**config.mk**
```make
export PLATFORM = sky130hd
export DESIGN_NAME = countdown_display_driver
export DESIGN_NICKNAME = d
export VERILOG_FILES = /design/src/rtl/countdown_display_driver.sv
export SDC_FILE = /design/constraint.sdc
export NUM_CORES = 1
export LEC_CHECK = 0
export ABC_AREA = 0
export ABC_CLOCK_PERIOD_IN_PS = 6440
export CAP_MARGIN = 20
export CORE_MARGIN = 1.5
export CORE_UTILIZATION = 55
export CTS_CLUSTER_SIZE = 12
export DETAILED_ROUTE_END_ITERATION = 8
export GPL_ROUTABILITY_DRIVEN = 0
export GPL_TIMING_DRIVEN = 0
export PLACE_DENSITY = 0.78
export SLEW_MARGIN = 20
export SYNTH_ARGS = -nofsm -noshare
export SYNTH_HDL_FRONTEND = slang
export SYNTH_SLANG_ARGS = --single-unit
export TNS_END_PERCENT = 20
```
**constraint.sdc**
```tcl
create_clock -name Clock -period 6.44 [get_ports Clock]
set_input_delay 0.644 -clock Clock [delete_from_list [all_inputs] [get_ports Clock]]
set_output_delay 0.644 -clock Clock [all_outputs]
set_load 0.1 [all_outputs]
```
**src/rtl/countdown_display_driver.sv**
```systemverilog
// Four-digit common-anode display driver for the countdown timer: shows the remaining
// seconds with the leading zero blanked and flashes "8.8.8.8." once the bomb has blown.
module countdown_display_driver #(
  parameter int unsigned REFRESH_DIV = 50000,
  parameter int unsigned BLINK_DIV   = 25000000
) (
  input  logic       Clock,
  input  logic       Reset,
  input  logic [4:0] Counter_Out,
  input  logic       Blow_Up,
  output logic [6:0] Seg,
  output logic [3:0] An,
  output logic       Dp
);

  localparam int unsigned REF_W = (REFRESH_DIV > 1) ? $clog2(REFRESH_DIV) : 1;
  localparam int unsigned BLK_W = (BLINK_DIV > 1) ? $clog2(BLINK_DIV) : 1;
  localparam int unsigned CNT_W = 5;
  localparam int unsigned SEL_W = 2;
  localparam int unsigned SEG_W = 7;
  localparam int unsigned AN_W  = 4;

  localparam logic [REF_W-1:0] REF_LAST  = REF_W'(REFRESH_DIV - 1);
  localparam logic [BLK_W-1:0] BLK_LAST  = BLK_W'(BLINK_DIV - 1);
  localparam logic [SEG_W-1:0] SEG_BLANK = 7'b111_1111;
  localparam logic [SEG_W-1:0] SEG_ALL   = 7'b000_0000;
  localparam logic [AN_W-1:0]  AN_OFF    = 4'b1111;
  localparam logic [AN_W-1:0]  AN_SLOT0  = 4'b1110;
  localparam logic [AN_W-1:0]  AN_SLOT1  = 4'b1101;

  logic [CNT_W-1:0] cnt_q, cnt_d;
  logic             boom_q, boom_d;
  logic [REF_W-1:0] ref_cnt_q, ref_cnt_d;
  logic [SEL_W-1:0] digit_sel_q, digit_sel_d;
  logic [BLK_W-1:0] blk_cnt_q, blk_cnt_d;
  logic             blink_on_q, blink_on_d;
  logic [SEG_W-1:0] seg_q, seg_d;
  logic [AN_W-1:0]  an_q, an_d;
  logic             dp_q, dp_d;

  logic [1:0]       tens_c;
  logic [3:0]       units_c;
  logic             ref_wrap_c;
  logic             blk_wrap_c;

  // Segment pattern {g,f,e,d,c,b,a}, active-low
  function automatic logic [SEG_W-1:0] seg_code(input logic [3:0] digit);
    logic [SEG_W-1:0] code;
    case (digit)
      4'd0:    code = 7'b100_0000;
      4'd1:    code = 7'b111_1001;
      4'd2:    code = 7'b010_0100;
      4'd3:    code = 7'b011_0000;
      4'd4:    code = 7'b001_1001;
      4'd5:    code = 7'b001_0010;
      4'd6:    code = 7'b000_0010;
      4'd7:    code = 7'b111_1000;
      4'd8:    code = 7'b000_0000;
      4'd9:    code = 7'b001_0000;
      default: code = SEG_BLANK;
    endcase
    return code;
  endfunction

  // Input capture: nothing downstream looks at the raw ports
  always_comb begin
    cnt_d  = Counter_Out;
    boom_d = Blow_Up;
  end

  // Binary-to-BCD for 0..31 by range compare; avoids a divider
  always_comb begin
    tens_c  = 2'd0;
    units_c = 4'(cnt_q);
    if (cnt_q >= 5'd30) begin
      tens_c  = 2'd3;
      units_c = 4'(cnt_q - 5'd30);
    end else if (cnt_q >= 5'd20) begin
      tens_c  = 2'd2;
      units_c = 4'(cnt_q - 5'd20);
    end else if (cnt_q >= 5'd10) begin
      tens_c  = 2'd1;
      units_c = 4'(cnt_q - 5'd10);
    end
  end

  // Digit scan keeps running regardless of detonation state
  always_comb begin
    ref_wrap_c  = (ref_cnt_q == REF_LAST);
    ref_cnt_d   = ref_wrap_c ? '0 : ref_cnt_q + REF_W'(1);
    digit_sel_d = ref_wrap_c ? digit_sel_q + SEL_W'(1) : digit_sel_q;
  end

  // Blink timer parks in the visible phase whenever the bomb is not blown
  always_comb begin
    blk_wrap_c = (blk_cnt_q == BLK_LAST);
    blk_cnt_d  = '0;
    blink_on_d = 1'b1;
    if (boom_q) begin
      blk_cnt_d  = blk_wrap_c ? '0 : blk_cnt_q + BLK_W'(1);
      blink_on_d = blk_wrap_c ? ~blink_on_q : blink_on_q;
    end
  end

  // Next display word for the currently selected slot
  always_comb begin
    seg_d = SEG_BLANK;
    an_d  = AN_OFF;
    dp_d  = 1'b1;
    if (boom_q) begin
      if (blink_on_q) begin
        an_d  = ~(AN_W'(1) << digit_sel_q);
        seg_d = SEG_ALL;
        dp_d  = 1'b0;
      end
    end else begin
      case (digit_sel_q)
        2'd0: begin
          an_d  = AN_SLOT0;
          seg_d = seg_code(units_c);
        end
        2'd1: begin
          if (tens_c != 2'd0) begin
            an_d  = AN_SLOT1;
            seg_d = seg_code({2'b00, tens_c});
          end
        end
        default: begin
          an_d  = AN_OFF;
          seg_d = SEG_BLANK;
        end
      endcase
    end
  end

  always_ff @(posedge Clock or negedge Reset) begin
    if (!Reset) begin
      cnt_q       <= '0;
      boom_q      <= 1'b0;
      ref_cnt_q   <= '0;
      digit_sel_q <= '0;
      blk_cnt_q   <= '0;
      blink_on_q  <= 1'b1;
      seg_q       <= SEG_BLANK;
      an_q        <= AN_OFF;
      dp_q        <= 1'b1;
    end else begin
      cnt_q       <= cnt_d;
      boom_q      <= boom_d;
      ref_cnt_q   <= ref_cnt_d;
      digit_sel_q <= digit_sel_d;
      blk_cnt_q   <= blk_cnt_d;
      blink_on_q  <= blink_on_d;
      seg_q       <= seg_d;
      an_q        <= an_d;
      dp_q        <= dp_d;
    end
  end

  assign Seg = seg_q;
  assign An  = an_q;
  assign Dp  = dp_q;

endmodule

```
==> run summary, run 1 <==
HP Class: in -> async
Cell row count: 27
Synthesized flop and latch total: 62
Worst path cell trace: clkdlybuf4s50_1
DP HPWL: 3967 µm
Main synth FF type: dfrtp_1
Tot GR Track Use: 20.24%
Vias in the first global route: 2088
Number of setup buffers added after CTS: 0
Ratio of cells with drive above 1 in the final layout: 13.08%
Htree depth: 3
Post-synth EDFFs: 0
DR DRC count: 0
Yosys warns: 0
Buf/Inv on CP: 1
Drt via density: 5.416
Die area: 6239 µm²
Critical Path RT: 5800 ps
Total clock buffers created by CTS: 9
Post-synth top area share: 38.61%
RSZ-0062 raised after global routing: no
CTS max path bufs: 2
Via Count: 2253
Top Family by Delay on Critical Path: buffers and inverters
Sequential area share after synthesis: 49.37%
Syn avg cell area: 10.31 µm²
Most common cell in the netlist: dfrtp_1
WP data arrival: 1980 ps
GR Overflow Total: 0
CP endpoint kind: primary output
CTS resizes: 0
Nets: 362
TritonCTS Sinks: 62
Slowest stage cell, crit path: clkdlybuf4s50_1
Post-Syn Instances: 308
Peak supply drop: 0.1736 mV
Distinct cell type count after synthesis: 49
Startpoint types: flip-flop
R2R Setup Slk: 3940 ps
Post-route minimum period: 2627 ps
1st-iter DRT viols: 204
Asr flop ratio synth: 100.0%
Area grow syn2layout: 16.39%
Max-slew headroom: 34.72%
Syn Std Cell Area: 3176 µm²
Largest net degree at the start of global routing: 61
Initial antenna violation count: 0
Synth Net Count: 331
Worst-path fanout max: 1
IO buf count: 19
Max-Cap Viols: 0
Outcome: finished clean
Avg WL per Cell: 13.72 µm
Total Wirelength: 5708 µm
Post-synth top area cell: dfrtp_1
First-pass GRT wire length: 9639 µm
Top cells by area, synth: dfrtp_1, dfstp_2, xor2_1, ha_1, nor2_1
R2r startpoint: cnt_q[2]
Post-route setup TNS: 0 ps
Overall die width: 78.99 µm
Lkg Pwr: 1.628 nW
Starting density of the core: 57.32%
Drt first pass iters: 4
Pwr/cell area: 249.3 nW/µm²
Most frequent cells after synthesis: dfrtp_1, nor2_1, nand2_1
Fmax: 380.6 MHz
Later-pin clock latency in the skew report: 340 ps
CTS tree: built
Worst Reg2Reg Path Length in Cells: 11
Post-DRT Antenna Nets: 0
RR Endpoint: Seg[1]
I/O pins: 20
Final period utilization: 40.80%
N_diodes: 0
CP peak stage delay: 1130 ps
Final Max Tran Viols: 0
WS Path Type: reg -> out
Core box area: 5540 µm²
Final Core Density: 66.71%
Final setup violation count: 0
Final count of hold timing violations: 0
Die height: 78.99 µm
Clk slew on worst S/H paths: 60 ps
Root buffer cell: clkbuf_8
Worst clock skew: 6.508 ps
# hold bufs at CTS: 0
Slew @ Worst Pin: 976.2 ps
==> per-stage QoR <==
stage | setup slack, ps | instance area, µm² | instances | hold WS (ps) | power, mW
final | 3813 | 3696 | 416 | 267.9 | 0.9214
after global routing | 3734 | 3696 | 416 | 239.6 | 0.9607
after CTS | 3792 | 3696 | 416 | 256.0 | 0.9304
after detailed placement | 4016 | 3481 | 400 | 461.6 | 0.5564
after global placement | 2879 | 3456 | 399 | 446.5 | 0.5524
after floorplan | 4248 | 3176 | 308 | 348.4 | 0.5204
==> layout make-up <==
type / instances / area, µm²
flip-flops and latches: 62 / 1568
multi-input cells: 225 / 1516
fillers: 445 / 1844
well taps: 72 / 90.09
repair buffers: 20 / 215.2
clock inverters: 4 / 70.07
inverters: 14 / 52.55
clock buffers: 12 / 145.1
plain buffers: 7 / 38.79
==> layout by cell type, fill, tap and decap left out, types with 3 or more instances in the layout <==
master	synthesis	routed
a31oi_1	4	4
dfstp_2	13	13
a21oi_1	8	8
clkbuf_1	3	5
nor4b_1	3	3
and4_1	3	3
clkbuf_8	0	10
nand2_1	29	29
nor2b_1	3	3
o21ai_0	4	4
nand4_1	8	8
nand3_1	18	18
xor2_1	22	22
inv_1	11	11
and3_1	9	9
ha_1	15	15
nor2_1	46	46
inv_2	3	3
xnor2_1	18	18
nor4_1	3	3
clkdlybuf4s50_1	0	18
o21ai_1	5	5
dfrtp_1	49	49
==> cell families after synthesis <==
family	Yosys count	share of synthesized area [%]
simple gates	134	21.00
flops	62	49.37
mux	1	0.3152
xor+xnor	41	11.90
fa+ha+maj	15	5.910
buf+inv	21	2.876
compound gates	34	8.629
==> flip-flops by register name, summed over array words and instances, names as in the netlist <==
name / cells
digit_sel_q: 2
boom_q: 1
Seg: 7
cnt_q: 5
blk_cnt_q: 25
blink_on_q: 1
An: 4
Dp: 1
ref_cnt_q: 16
==> report_power, final <==
part	leakage, nW	internal [mW]	switching (mW)	total [mW]
logic	0.727	0.0425	0.0957	0.138
clock network	0.110	0.227	0.145	0.372
registers	0.790	0.404	0.00712	0.411
==> worst max-delay path by stage <==
stage                        end  cells after the start  slack, ps  startpoint
floorplan                 Seg[1]                     11       4250    cnt_q[2]
global placement    ref_cnt_q[8]                      1       2880       Reset
detailed placement        Seg[1]                     11       4020    cnt_q[2]
CTS                       Seg[1]                      1       3790      Seg[1]
global route              Seg[1]                     11       3730    cnt_q[2]
finish                    Seg[1]                      1       3810      Seg[1]
==> routing by layer <==
layer  track usage, %  share of wire (%)  vias up
met5                0                  0        -
met4            6.316                1.7        0
met3            7.586                5.1       11
met2            30.60                 46       54
met1            27.05                 47     1082
li1                 -                  -     1106
Power figures use the tool's default switching activity.
==> run 2, diff against run 1 <==
ABC_CLOCK_PERIOD_IN_PS = 2500   (was 6440)
clock period = 2.5 ns   (was 6.44 ns; I/O delays follow)
==> run summary, run 2 (same netlist as run 1, synthesis figures left out) <==
HP Class: in -> reg
Htree depth: 3
Worst clock skew: 6.401 ps
Later-pin clock latency in the skew report: 350 ps
Worst Reg2Reg Path Length in Cells: 10
Overall die width: 78.99 µm
Final count of hold timing violations: 0
I/O pins: 20
WP data arrival: 2640 ps
First-pass GRT wire length: 9639 µm
Final Max Tran Viols: 0
R2R Setup Slk: 130 ps
Startpoint types: flip-flop
Final period utilization: 94.84%
Max-Cap Viols: 0
Outcome: finished clean
Commonest cells after routing, fill and taps aside: dfrtp_1, nor2_1, nand2_1
Starting density of the core: 57.32%
WS Path Type: reg -> reg
Number of setup buffers added after CTS: 0
Avg WL per Cell: 13.69 µm
DR DRC count: 0
Die height: 78.99 µm
Worst path cell trace: inv_1, ha_1, a311oi_4, o21bai_4, xnor2_4, inv_2, ha_1, nand2_1, nand3_1, a21oi_2
CTS max path bufs: 2
Pwr/cell area: 639.8 nW/µm²
Worst-path fanout max: 7
RSZ-0062 raised after global routing: yes
Die area: 6239 µm²
Hold Path Origin: Counter_Out[2]
Clk slew on worst S/H paths: 60 ps
N_diodes: 0
Most common cell after layout, fill and taps aside: dfrtp_1
Finished Layout Cells: 417
Slowest stage cell, crit path: dfrtp_2
Cell repeated most along the worst path: ha_1
Vias in the first global route: 2088
Hold WS: 339.3 ps
Via Count: 2249
CTS tree: built
Root buffer cell: clkbuf_8
IO buf count: 19
Cell row count: 27
Core box area: 5540 µm²
RR Endpoint: Seg[1]
Dpl cell area: 3481 µm²
1st-iter DRT viols: 157
Filler cells: 445
Final setup violation count: 0
Largest Register: blk_cnt_q
Max-slew headroom: 34.72%
Total Wirelength: 5710 µm
TritonCTS Sinks: 62
Drt via density: 5.393
Initial antenna violation count: 0
DP HPWL: 3967 µm
Ratio of cells with drive above 1 in the final layout: 14.20%
Nets: 363
Power Total: 2.378 mW
GR Overflow Total: 0
Peak supply drop: 0.4470 mV
Largest net degree at the start of global routing: 61
Fmax: 421.8 MHz
Dpl cells: 400
Area grow syn2layout: 17.06%
Hold Path Sink: cnt_q[2]
Post-route setup TNS: 0 ps
Final instance area: 3717 µm²
CP endpoint kind: flip-flop
R2r startpoint: cnt_q[2]
Max reg flops: 25
Drt first pass iters: 4
Post-route minimum period: 2371 ps
Post-DRT Antenna Nets: 0
Tot GR Track Use: 20.24%
Worst Hold Depth: 1
Total clock buffers created by CTS: 9
Slew @ Worst Pin: 976.2 ps
Critical Path RT: 2770 ps
CP peak stage delay: 450 ps
Lkg Pwr: 1.627 nW
-- run 2: layout make-up --
class	count	area [µm²]	share of cell area, %
buffer	7	38.79	1.043
tap	72	90.09	2.423
timing repair buffer	21	225.2	6.059
inverter	14	52.55	1.414
clock buffer	12	145.1	3.904
clock inverter	4	70.07	1.885
multi-input combinational	225	1526	41.06
sequential	62	1569	42.21
-- run 2: report_power, final --
group	leakage, nW	switching [mW]	total, mW	internal (mW)
Combinational	0.727	0.249	0.361	0.113
Sequential	0.789	0.0181	1.06	1.04
Clock	0.110	0.372	0.958	0.585
-- run 2: how the worst max path moves through the flow --
stage                  start           end  slack, ps  cells past startpoint
floorplan           cnt_q[2]        Seg[1]        310                     11
global placement       Reset  ref_cnt_q[8]       -670                      1
detailed placement  cnt_q[2]        Seg[1]         80                     11
CTS                 cnt_q[2]        Seg[1]         10                     11
global route        cnt_q[2]        Seg[1]        -30                     11
finish              cnt_q[2]        Seg[1]        130                     10
-- run 2: timing repair --
action                                  in CTS  in global routing
endpoints found under the hold margin       51                  0
hold buffers                                 1                  0
endpoints found under the setup margin       0                  6
gates resized for setup                      0                  4
-- run 2: per-stage QoR --
stage	util, %	worst slack, ps
detailed placement	62.83	75.94
global route	67.10	-25.78
floorplan	-	308.0
global placement	62.38	-667.2
CTS	66.89	13.03
finish	67.10	129.1
-- run 2: worst max-delay path, delay by kind of cell (launching register included) --
kind	cells	cell delay (ps)
buf+inv	2	200
flops	1	450
compound gates	3	800
fa+ha+maj	2	490
simple gates	2	160
xor+xnor	1	170
-- run 2: layer usage --
metal / part of all wire (%) / track usage [%]
met3: 4.4 / 7.586
met1: 48 / 27.05
met2: 46 / 30.60
met4: 1.8 / 6.316
met5: 0 / 0
